## config.mk

```make
export PLATFORM = sky130hd
export DESIGN_NAME = truth_table_sweeper
export DESIGN_NICKNAME = d
export VERILOG_FILES = /design/src/rtl/truth_table_sweeper.sv
export SDC_FILE = /design/constraint.sdc
export NUM_CORES = 1
export LEC_CHECK = 0
export BUFFER_PORTS_ARGS = -buffer_cell sky130_fd_sc_hd__buf_2
export CORE_MARGIN = 2
export CORE_UTILIZATION = 54
export DETAILED_ROUTE_END_ITERATION = 8
export HOLD_SLACK_MARGIN = 0.03
export PLACE_DENSITY_LB_ADDON = 0.3
export SLEW_MARGIN = 20
export SYNTH_ARGS = -nofsm -noshare
export SYNTH_HDL_FRONTEND = slang
export SYNTH_SLANG_ARGS = --single-unit
export TNS_END_PERCENT = 20
```

## constraint.sdc

```tcl
create_clock -name clk -period 2.48 [get_ports clk]
set_input_delay 0.496 -clock clk [delete_from_list [all_inputs] [get_ports clk]]
set_output_delay 0.496 -clock clk [all_outputs]
set_load 0.05 [all_outputs]
```

## src/rtl/truth_table_sweeper.sv

```systemverilog
// truth_table_sweeper: exhaustive stimulus/compare engine for a small combinational block.
// Optional TRUTH_TABLE_SWEEPER_STOP_ON_FAIL_EN ends the sweep on the first mismatch.
module truth_table_sweeper #(
  parameter int N_IN = 3,
  parameter int HOLD_CYCLES = 10,
  parameter logic [(1<<N_IN)-1:0] EXPECT = 8'hEA
) (
  input  logic            clk,
  input  logic            rst_n,
  input  logic            start,
  output logic [N_IN-1:0] dut_in,
  input  logic            dut_out,
  output logic            busy,
  output logic            done,
  output logic            pass,
  output logic [N_IN:0]   err_count,
  output logic [N_IN-1:0] first_fail_vec,
  output logic            first_fail_valid
);
  localparam int HW = HOLD_CYCLES > 1 ? $clog2(HOLD_CYCLES) : 1;
  localparam logic [HW-1:0] HOLD_LAST = HW'(HOLD_CYCLES - 1);
  localparam logic [N_IN:0] ERR_MAX = (N_IN+1)'(1 << N_IN);
  localparam logic [N_IN-1:0] LAST_VEC = '1;
  typedef enum logic [1:0] {IDLE, APPLY, DONE} state_t;
  state_t state, state_nxt;
  logic [HW-1:0] hold;
  logic sample, mismatch, launch, stop;
  logic [N_IN:0] err_nxt;
  always_comb begin
    launch = start && state != APPLY;
    sample = state == APPLY && hold == HOLD_LAST;
    mismatch = sample && dut_out != EXPECT[dut_in];
    err_nxt = (mismatch && err_count != ERR_MAX) ? err_count + 1'b1 : err_count;
`ifdef TRUTH_TABLE_SWEEPER_STOP_ON_FAIL_EN
    stop = sample && (dut_in == LAST_VEC || mismatch);
`else
    stop = sample && dut_in == LAST_VEC;
`endif
    state_nxt = launch ? APPLY : stop ? DONE : state;
  end
  always_ff @(posedge clk or negedge rst_n)
    if (!rst_n) state <= IDLE;
    else state <= state_nxt;
  always_ff @(posedge clk or negedge rst_n) begin
    if (!rst_n) begin
      dut_in <= '0;
      hold <= '0;
      busy <= 1'b0;
      done <= 1'b0;
      pass <= 1'b0;
      err_count <= '0;
      first_fail_vec <= '0;
      first_fail_valid <= 1'b0;
    end else if (launch) begin
      dut_in <= '0;
      hold <= '0;
      busy <= 1'b1;
      done <= 1'b0;
      pass <= 1'b0;
      err_count <= '0;
      first_fail_vec <= '0;
      first_fail_valid <= 1'b0;
    end else if (state == APPLY) begin
      err_count <= err_nxt;
      if (mismatch && !first_fail_valid) begin
        first_fail_vec <= dut_in;
        first_fail_valid <= 1'b1;
      end
      // pass uses the post-compare count so a miss on the final vector is seen
      if (stop) begin
        busy <= 1'b0;
        done <= 1'b1;
        pass <= err_nxt == '0;
        hold <= '0;
      end else if (sample) begin
        dut_in <= dut_in + 1'b1;
        hold <= '0;
      end else begin
        hold <= hold + 1'b1;
      end
    end
  end
endmodule

```

# Word level (Yosys, flattened, before mapping)
# Memories as Yosys holds them, arrays and structs flattened.
# Index checks and enable logic that the tools add are counted.
# Widths: inputs -> output; s select.
[op_classes]
addsub = 3
n_lt_le_gt_ge = 1
mux = 29
reduce_logical = 15
n_eq_ne = 7
[op_table]
columns = ["operator", "count"]
rows = [
  ["$mux 4", 7],
  ["$mux 3", 7],
  ["$mux 1", 13],
  ["$add 4x1->4 const B", 2],
  ["$reduce_bool 2->1", 4],
  ["$logic_and 1x1->1", 6],
  ["$eq 4x4->1 const B", 1],
  ["$logic_not 4->1", 1],
  ["$lt 3x4->1 const B", 1],
  ["$mux 2", 2],
  ["$ne 4x4->1 const B", 1],
  ["$reduce_and 2->1", 2],
  ["$add 3x1->3 const B", 1],
  ["$eq 3x3->1 const B", 1],
  ["$reduce_and 3->1", 1],
  ["$eq 2x1->1 const B", 1],
  ["$ne 2x1->1 const B", 1],
  ["$ne 2x2->1 const B", 1],
  ["$logic_not 1->1", 1],
  ["$ne 1x1->1", 1],
]
[totals]
ff_bits = 20
input_bits = 4
elab_cells = 65
out_inout_bits = 14
rom_bits = 8
memories = 1
[mem_list]
columns = ["memory", "words", "width", "read_ports", "rd_ports_with_merged_regs", "write_ports", "line_no", "source"]
rows = [
  ["(name not given)", 8, 1, 1, 0, 0, "32", "mismatch = sample && dut_out != EXPECT[dut_in];"],
]

# Depth between registers and ports, before layout
# Gate-level depths: netlist (run 1).
[depth]
ltp_word = 10
mapped_depth = 7
ltp_nobuf = 7

# Worst setup path after synthesis (run 1)
# OpenSTA, ideal clock, no wires.
[synth_path]
path_kind = "register to register"
startpoint = "register dut_in[0]"
endpoint = "register pass"
period_less_slack_ns = 2.543
path_stages_with_launch = 8
required_ns = 2.388
n_path_buf = 0
setup_slack_ns = -0.063
setup_ns = 0.092
t_arrival_ns = 2.451
path_cell_list = "dfrtp_1 -> inv_1 -> ha_1 -> and2_4 -> or4b_4 -> and3_1 -> or4b_1 -> o31ai_2"
[synth_via]
elab_chain_len = 10
elab_cells_between_ends = 14
cone_classes = "eq/ne: 2; mux: 5; reduce/logical: 6; memory: 1"
[synth_rtl]
columns = ["item", "line_no", "source"]
rows = [
  ["start, declared", "11", "output logic [N_IN-1:0] dut_in,"],
  ["start signal, assigned", "76", "dut_in <= dut_in + 1'b1;"],
  ["$mem_v2 8x1", "n/a", ""],
  ["$mux 1 (not written as such)", "32", ""],
  ["$ne 1x1->1", "32", ""],
  ["$logic_and 1x1->1", "32", ""],
  ["$logic_and 1x1->1", "33", "err_nxt = (mismatch && err_count != ERR_MAX) ? err_count + 1'b1 : err_count;"],
  ["$mux 4", "33", ""],
  ["$logic_not 4->1", "73", "pass <= err_nxt == '0;"],
  ["$mux 1", "70", "if (stop) begin"],
  ["$mux 1", "63", "end else if (state == APPLY) begin"],
  ["$mux 1", "54", "end else if (launch) begin"],
  ["end signal, assigned", "50", "pass <= 1'b0;"],
  ["end signal, assigned", "59", "pass <= 1'b0;"],
  ["end signal, assigned", "73", ""],
  ["end, declared", "15", "output logic pass,"],
]
# Several ways; a longest one is shown, not always the timed one. The select of a mux whose other input is x is not followed.
# A chain may end at the register's enable or synchronous reset.

# Worst setup path after layout (run 1)
# Same ends and word-level chain as after synthesis.

==> impl_metrics.sql, run 1 <==
INSERT INTO impl_metrics (metric_group, metric, value, unit) VALUES
('timing', 'setup_total_negative_slack', '0', 'ns'),
('timing', 'headroom_to_the_max_slew_limit', '69.8', '%'),
('final_layout', 'mostFrequentLayoutCell', 'sky130_fd_sc_hd__nand2_1', ''),
('status', 'run_status', 'complete, no violations', ''),
('place', 'numPortBuffers', '17', ''),
('floorplan', 'die_w', '49.4', 'um'),
('run', 'maximum_capacitance_violations', '0', ''),
('synthesis', 'yosysSeqAreaShare', '44.9', '%'),
('clocking', 'tritoncts_num_sinks', '20', ''),
('timing', 'number_of_pins_with_negative_max_slew_slack_in_the_final_report', '0', ''),
('timing', 'holdWs', '0.118', 'ns'),
('power_and_ir_drop', 'p_leak', '0.630', 'nW'),
('clocking', 'clock_tree.htree_level_count', '1', ''),
('power_and_ir_drop', 'power_per_cell_area', '1260', 'mW/mm2'),
('routing', 'met3WireLength', '96', 'um'),
('floorplan', 'die_area', '0.00244', 'mm2'),
('clocking', 'cts.repair_timing.setup_buffer_count', '0', ''),
('floorplan', 'core_region_area', '0.00196', 'mm2'),
('worst_setup_path', 'end_kind', 'flip-flop', ''),
('routing', 'maxUsedRoutingLayer', 'met4', ''),
('worst_setup_path', 'crit_path_max_fanout', '7', ''),
('final_layout', 'post_route_cells_drive_above_1_share', '22.7', '%'),
('final_layout', 'nNetsFinal', '153', ''),
('global_route', 'grt_start_max_net_pins', '21', ''),
('final_layout', 'area_growth', '16.6', '%'),
('clocking', 'cts_tree', 'done', ''),
('global_route', 'grt_first_pass_wirelength', '3960', 'um'),
('floorplan', 'die_height', '49.4', 'um'),
('floorplan', 'placement_rows', '16', ''),
('synthesis', 'synth_fp_nets', '130', ''),
('worst_setup_path', 'critical_path_class', 'flip-flop to flip-flop', ''),
('routing', 'antenna_violation_net_count_after_detailed_routing', '0', ''),
('power_and_ir_drop', 'ir_worst_vdd', '738', 'uV'),
('clocking', 'cts.root.buffer_cell', 'sky130_fd_sc_hd__clkbuf_4', ''),
('global_route', 'grt_antenna_before_repair', '0', ''),
('power_and_ir_drop', 'post-layout-total-power', '1.64', 'mW'),
('place', 'hpwlAfterDp', '1640', 'um'),
('timing', 'rsz_0062_raised_after_global_routing', 'no', ''),
('timing', 'fmax', '441', 'MHz'),
('clocking', 'ctsLongestPathBuffers', '2', ''),
('worst_setup_path', 'slowest_stage', 'sky130_fd_sc_hd__or4b_1', ''),
('synthesis', 'synth_cells', '119', ''),
('clocking', 'cts.reportedPaths.clkPinSlew', '0.11', 'ns'),
('timing', 'min_period_over_period', '91.4', '%'),
('worst_setup_path', 'crit_path_start_kind', 'flip-flop', ''),
('clocking', 'worst_skew_pair.late_latency', '0.31', 'ns'),
('synthesis', 'avgSynthCellArea', '9.37', 'um2'),
('worst_setup_path', 'crit_path_max_incr_delay', '0.51', 'ns'),
('timing', 'worstMarginPinSlew', '0.453', 'ns'),
('final_layout', 'number_of_antenna_diodes', '0', ''),
('final_layout', 'most_frequent_cells_in_the_layout', '22 x sky130_fd_sc_hd__nand2_1, 18 x sky130_fd_sc_hd__dfrtp_1, 17 x sky130_fd_sc_hd__buf_2, 10 x sky130_fd_sc_hd__o21ai_0', ''),
('routing', 'wirelength', '2220', 'um'),
('worst_setup_path', 'crit_path_cell_trace', 'inv_1, ha_1, and2_4, or4b_4, and3_1, or4b_1, o31ai_2', ''),
('routing', 'routedLengthMet1', '1010', 'um'),
('global_route', 'grt.total_usage', '21.1', '%'),
('clocking', 'cts_resized', '0', ''),
('floorplan', 'boundaryPins', '18', ''),
('floorplan', 'initial_util', '56.8', '%'),
('routing', 'drtPass1Iterations', '4', ''),
('routing', 'drt_iter0_drc', '11', ''),
('routing', 'drc_errors', '0', ''),
('routing', 'via_count', '960', ''),
('clocking', 'hold_buffer_count_at_cts', '0', ''),
('routing', 'mean_routed_wirelength_per_cell', '13.2', 'um'),
('routing', 'detailroute.wirelength.met2', '1100', 'um'),
('synthesis', 'synth_cell_types', '38', ''),
('final_layout', 'layout.filler_cells', '166', ''),
('hold_path', 'min-delay-path-class', 'primary input to async pin', ''),
('routing', 'via_per_inst', '5.71', ''),
('timing', 'timing.final.hold_violations', '0', ''),
('place', 'routabilityCongestion', '0.844', ''),
('worst_setup_path', 'worst_ep_required_time', '2.71', 'ns'),
('timing', 'skew', '0.00521', 'ns'),
('global_route', 'global_route.overflow_total', '0', ''),
('synthesis', 'synthesis.yosys.warnings', '0', ''),
('timing', 'final_min_period', '2.27', 'ns'),
('global_route', 'grt_pass1_vias', '877', ''),
('synthesis', 'mappedNetlistArea', '0.00111', 'mm2'),
('timing', 'setup_violations', '0', ''),
('synthesis', 'yosys_register_bits', '20', ''),
('clocking', 'numCtsBuffers', '3', ''),
('worst_setup_path', 'crit_arrival', '2.49', 'ns');
## synth_stat cells
library cell | count | area [um2]
sky130_fd_sc_hd__nor2_1 | 8 | 30.0
sky130_fd_sc_hd__nand2b_1 | 1 | 6.26
sky130_fd_sc_hd__o31ai_2 | 1 | 12.5
sky130_fd_sc_hd__a32o_1 | 1 | 10.0
sky130_fd_sc_hd__o21ai_0 | 10 | 50.1
sky130_fd_sc_hd__and2_4 | 1 | 8.76
sky130_fd_sc_hd__nand3b_1 | 1 | 7.51
sky130_fd_sc_hd__nand4_1 | 1 | 6.26
sky130_fd_sc_hd__nor2b_1 | 2 | 12.5
sky130_fd_sc_hd__nand4b_1 | 1 | 8.76
sky130_fd_sc_hd__and4_1 | 1 | 8.76
sky130_fd_sc_hd__dfrtp_1 | 20 | 500
sky130_fd_sc_hd__o22ai_1 | 1 | 6.26
sky130_fd_sc_hd__or3_2 | 1 | 7.51
sky130_fd_sc_hd__ha_1 | 7 | 87.6
sky130_fd_sc_hd__xnor2_1 | 1 | 8.76
sky130_fd_sc_hd__and2_1 | 1 | 6.26
sky130_fd_sc_hd__or3_1 | 2 | 12.5
sky130_fd_sc_hd__mux2i_1 | 2 | 20.0
sky130_fd_sc_hd__o211ai_1 | 1 | 7.51
sky130_fd_sc_hd__a221oi_1 | 1 | 8.76
sky130_fd_sc_hd__nor2_2 | 1 | 6.26
sky130_fd_sc_hd__a211oi_2 | 1 | 12.5
sky130_fd_sc_hd__nand3_1 | 3 | 15.0
sky130_fd_sc_hd__or4b_4 | 1 | 13.8
sky130_fd_sc_hd__a21o_1 | 1 | 7.51
sky130_fd_sc_hd__o31ai_1 | 3 | 22.5
sky130_fd_sc_hd__a211oi_1 | 1 | 7.51
sky130_fd_sc_hd__or4b_1 | 1 | 10.0
sky130_fd_sc_hd__mux2_2 | 1 | 11.3
sky130_fd_sc_hd__and3_1 | 1 | 6.26
sky130_fd_sc_hd__nand2_1 | 22 | 82.6
sky130_fd_sc_hd__and3b_1 | 1 | 8.76
sky130_fd_sc_hd__nor3b_1 | 1 | 7.51
sky130_fd_sc_hd__a21oi_1 | 5 | 25.0
sky130_fd_sc_hd__inv_1 | 8 | 30.0
sky130_fd_sc_hd__a22o_1 | 2 | 17.5
sky130_fd_sc_hd__clkbuf_1 | 1 | 3.75
## per-layer routing
metal  up-vias  global-route usage [%]
met4         0                    4.63
met5         -                       0
met2        25                    34.5
li1        471                       -
met3         2                    5.52
met1       462                    28.2
## flip-flops by register name (all words and copies together) (netlist names)
| signal | count |
|---|---|
| busy | 1 |
| done | 1 |
| dut_in | 3 |
| err_count | 4 |
| first_fail_valid | 1 |
| first_fail_vec | 3 |
| hold | 4 |
| pass | 1 |
| state | 2 |
## power by group
group          switching [mW]  internal, mW
Clock                   0.103         0.164
Combinational           0.548         0.256
Sequential              0.127         0.443
Total                   0.777         0.863
## worst max-delay path, delay by kind of cell, from the launching register on
family                   cells  cell delay [ns]
AND/OR/NAND/NOR              4             1.33
AO/OA/AOI/OAI                1             0.18
adder cells (fa/ha/maj)      1             0.18
buffers and inverters        1             0.06
flip-flops                   1             0.44
## cell families (layout without fill, tap and decap cells)
logic type | count (synthesis) | after routing | synth area share (%)
and+or+nand+nor | 51 | 51 | 23.8
muxes | 3 | 3 | 2.81
xor gates and xnor gates | 1 | 1 | 0.786
AOI/OAI and AO/OA | 28 | 28 | 16.8
buffers and inverters | 9 | 31 | 3.03
adders and majority gates | 7 | 7 | 7.86
DFF | 20 | 20 | 44.9
## area by class of cell
cell class	count	area [um2]	share of cell area (%)
clock inverter	1	30.0	2.31
timing repair buffer	19	100	7.70
multi-input combinational	90	581	44.7
sequential	20	503	38.7
inverter	8	30.0	2.31
clock buffer	3	22.5	1.73
tap	27	33.8	2.60
## final timing paths
kind	slack [ns]	start	depth (start not counted)	to
hold reg to reg	0.50	busy	2	busy
max in group asynchronous	2.03	rst_n	1	dut_in[0]
min in group clk	0.41	start	2	hold[1]
setup reg to reg	0.21	dut_in[0]	7	pass
hold / removal	0.12	rst_n	1	hold[3]
setup / recovery	0.21	dut_in[0]	7	pass
## metrics by stage
stage | util (%) | worst slack (ns) | instances | area (um2)
4_1_cts | 66.3 | 0.203 | 168 | 1300
6_report | 66.3 | 0.214 | 168 | 1300
5_1_grt | 66.3 | 0.105 | 168 | 1300
2_1_floorplan | - | 0.112 | 119 | 1120
3_5_place_dp | 63.6 | 0.239 | 164 | 1250
3_3_place_gp | 63.6 | 0.279 | 164 | 1250
Power figures use the tool's default switching activity.
==> inputs of run 2 (changes only) <==
clock period = 2.3 ns   (was 2.48 ns; I/O delays follow)
==> run 2 against run 1 <==
Core utilization down 0.19 points. Critical path depth unchanged. Combinational power up 12%. First-iteration DRC count up 64%. Register-to-register slack worse by 0.11 ns. Total power up 4.0%. Sequential share of layout area up 0.31 points. Wire length up 1.2%. Fmax up 3.2%. Final cell count up 0.60%. Worst setup slack worse by 0.11 ns. Clock skew down 0.0038 ns.
==> impl_metrics.sql, run 2 (same netlist as run 1, synthesis figures left out) <==
INSERT INTO impl_metrics (metric_group, metric, value, unit) VALUES
('timing', 'rsz_0062_raised_after_global_routing', 'no', ''),
('routing', 'drc_errors', '0', ''),
('clocking', 'clock_tree.htree_level_count', '1', ''),
('worst_setup_path', 'crit_arrival', '2.42', 'ns'),
('global_route', 'grt.total_usage', '21.6', '%'),
('routing', 'drt_iter0_drc', '18', ''),
('power_and_ir_drop', 'p_leak', '0.623', 'nW'),
('floorplan', 'die_area', '0.00244', 'mm2'),
('worst_setup_path', 'end_kind', 'flip-flop', ''),
('timing', 'fmax', '455', 'MHz'),
('power_and_ir_drop', 'post-layout-total-power', '1.70', 'mW'),
('timing', 'setup_total_negative_slack', '0', 'ns'),
('clocking', 'ctsLongestPathBuffers', '2', ''),
('place', 'routabilityCongestion', '0.824', ''),
('floorplan', 'die_height', '49.4', 'um'),
('final_layout', 'nNetsFinal', '154', ''),
('worst_setup_path', 'critical_path.n_buffers_inverters', '1', ''),
('power_and_ir_drop', 'internal_power', '0.867', 'mW'),
('place', 'hpwlAfterDp', '1640', 'um'),
('worst_setup_path', 'crit_path_cell_trace', 'inv_2, ha_2, and2_4, or4b_4, and3_1, or4b_1, o31ai_2', ''),
('power_and_ir_drop', 'power.share.switching', '49.1', '%'),
('timing', 'headroom_to_the_max_slew_limit', '70.3', '%'),
('timing', 'min_period_over_period', '95.5', '%'),
('timing', 'setup_violations', '0', ''),
('timing', 'number_of_pins_with_negative_max_slew_slack_in_the_final_report', '0', ''),
('run', 'maximum_capacitance_violations', '0', ''),
('global_route', 'grt_antenna_before_repair', '0', ''),
('routing', 'via_per_inst', '5.64', ''),
('worst_setup_path', 'critical_path_class', 'flip-flop to flip-flop', ''),
('clocking', 'hold_buffer_count_at_cts', '0', ''),
('final_layout', 'layout.filler_cells', '181', ''),
('power_and_ir_drop', 'comb_power_share', '52.6', '%'),
('final_layout', 'utilization', '66.1', '%'),
('clocking', 'worst_skew_pair.late_latency', '0.30', 'ns'),
('final_layout', 'most_frequent_cells_in_the_layout', '22 x sky130_fd_sc_hd__nand2_1, 17 x sky130_fd_sc_hd__buf_2, 16 x sky130_fd_sc_hd__dfrtp_1, 10 x sky130_fd_sc_hd__o21ai_0, 8 x sky130_fd_sc_hd__nor2_1', ''),
('power_and_ir_drop', 'ir_worst_vdd', '781', 'uV'),
('place', 'placement.cell_area', '0.00126', 'mm2'),
('final_layout', 'area_growth', '16.3', '%'),
('routing', 'met3WireLength', '74', 'um'),
('place', 'numPortBuffers', '17', ''),
('floorplan', 'initial_util', '56.8', '%'),
('floorplan', 'placement_rows', '16', ''),
('global_route', 'global_route.overflow_total', '0', ''),
('final_layout', 'final_cell_area', '0.00130', 'mm2'),
('timing', 'timing.final.hold_violations', '0', ''),
('timing', 'postLayoutSetupSlackWorst', '0.104', 'ns'),
('worst_setup_path', 'crit_path_max_incr_delay', '0.48', 'ns'),
('routing', 'routedLengthMet1', '1060', 'um'),
('worst_setup_path', 'crit_path_start_kind', 'flip-flop', ''),
('routing', 'via_count', '954', ''),
('floorplan', 'die_w', '49.4', 'um'),
('worst_setup_path', 'slowest_stage', 'sky130_fd_sc_hd__or4b_4', ''),
('routing', 'antenna_violation_net_count_after_detailed_routing', '0', ''),
('clocking', 'cts.root.buffer_cell', 'sky130_fd_sc_hd__clkbuf_4', ''),
('routing', 'detailroute.wirelength.met2', '1100', 'um'),
('final_layout', 'mostFrequentLayoutCell', 'sky130_fd_sc_hd__nand2_1', ''),
('power_and_ir_drop', 'seqPwrFrac', '35.4', '%'),
('worst_setup_path', 'timing.critical_path.max_delay_family', 'simple AND/OR/NAND/NOR gates', ''),
('clocking', 'numCtsBuffers', '3', ''),
('worst_setup_path', 'crit_path_max_fanout', '6', ''),
('routing', 'wirelength', '2240', 'um'),
('global_route', 'grt_first_pass_wirelength', '4080', 'um'),
('timing', 'skew', '0.00144', 'ns'),
('power_and_ir_drop', 'clock_power_share', '12.1', '%'),
('clocking', 'cts_resized', '0', ''),
('clocking', 'cts_tree', 'done', ''),
('hold_path', 'min-delay-path-class', 'primary input to async pin', ''),
('place', 'pre_cts_slack', '0.120', 'ns'),
('final_layout', 'reg_top3', 'err_count: 4 flops, hold: 4 flops', ''),
('final_layout', 'post_route_cells_drive_above_1_share', '26.8', '%'),
('floorplan', 'boundaryPins', '18', ''),
('timing', 'worstMarginPinSlew', '0.446', 'ns'),
('clocking', 'tritoncts_num_sinks', '20', ''),
('routing', 'maxUsedRoutingLayer', 'met4', ''),
('routing', 'drtPass1Iterations', '4', ''),
('routing', 'mean_routed_wirelength_per_cell', '13.3', 'um'),
('global_route', 'grt_start_max_net_pins', '21', ''),
('clocking', 'cts.repair_timing.setup_buffer_count', '0', ''),
('power_and_ir_drop', 'power_switching', '0.838', 'mW'),
('global_route', 'grt_pass1_vias', '935', ''),
('timing', 'final_min_period', '2.20', 'ns'),
('worst_setup_path', 'worst_ep_required_time', '2.52', 'ns'),
('power_and_ir_drop', 'power_per_cell_area', '1320', 'mW/mm2'),
('status', 'run_status', 'complete, no violations', ''),
('final_layout', 'number_of_antenna_diodes', '0', ''),
('floorplan', 'core_region_area', '0.00196', 'mm2'),
('clocking', 'cts.reportedPaths.clkPinSlew', '0.11', 'ns');
[run 2: final timing paths]
check | start | endpoint | slack [ns] | cells past startpoint
max | dut_in[1] | pass | 0.10 | 7
min | rst_n | first_fail_vec[0] | 0.09 | 1
max reg2reg | dut_in[1] | pass | 0.10 | 7
min reg2reg | state[0] | state[0] | 0.51 | 2
max in group asynchronous | rst_n | dut_in[1] | 1.88 | 1
min in group clk | start | hold[1] | 0.40 | 2
[run 2: worst reg2reg max path, stage by stage, from the launching register on]
cell                      delay, ns
sky130_fd_sc_hd__dfrtp_2       0.41
sky130_fd_sc_hd__inv_2         0.05
sky130_fd_sc_hd__ha_2          0.17
sky130_fd_sc_hd__and2_4        0.14
sky130_fd_sc_hd__or4b_4        0.48
sky130_fd_sc_hd__and3_1        0.17
sky130_fd_sc_hd__or4b_1        0.48
sky130_fd_sc_hd__o31ai_2       0.22
[run 2: area by class of cell]
| cell class | count | area (um2) | area share [%] |
|---|---|---|---|
| clock buffer | 4 | 36.3 | 2.80 |
| inverter | 8 | 30.0 | 2.32 |
| multi-input combinational | 90 | 583 | 45.0 |
| sequential | 20 | 505 | 39.0 |
| tap | 27 | 33.8 | 2.61 |
| timing repair buffer | 20 | 108 | 8.30 |
[run 2: stage by stage]
stage	std cells	hold slack, ns
floorplan	119	0.164
global placement	165	0.426
detailed placement	165	0.432
CTS	169	0.0936
global route	169	0.0943
finish	169	0.0855
[run 2: power groups by stage]
stage,sequential [mW],combinational (mW),clock (mW)
after global placement,0.601,0.875,0
after global routing,0.625,0.981,0.235
final,0.603,0.897,0.206
after CTS,0.603,0.898,0.212
after detailed placement,0.610,0.894,0
after floorplan,0.891,0.393,0
[run 2: layer usage]
metal  vias up  global-route usage (%)
met5         -                       0
met4         0                    9.26
met3         2                    4.29
met2        24                    34.9
met1       459                    28.2
li1        469                       -
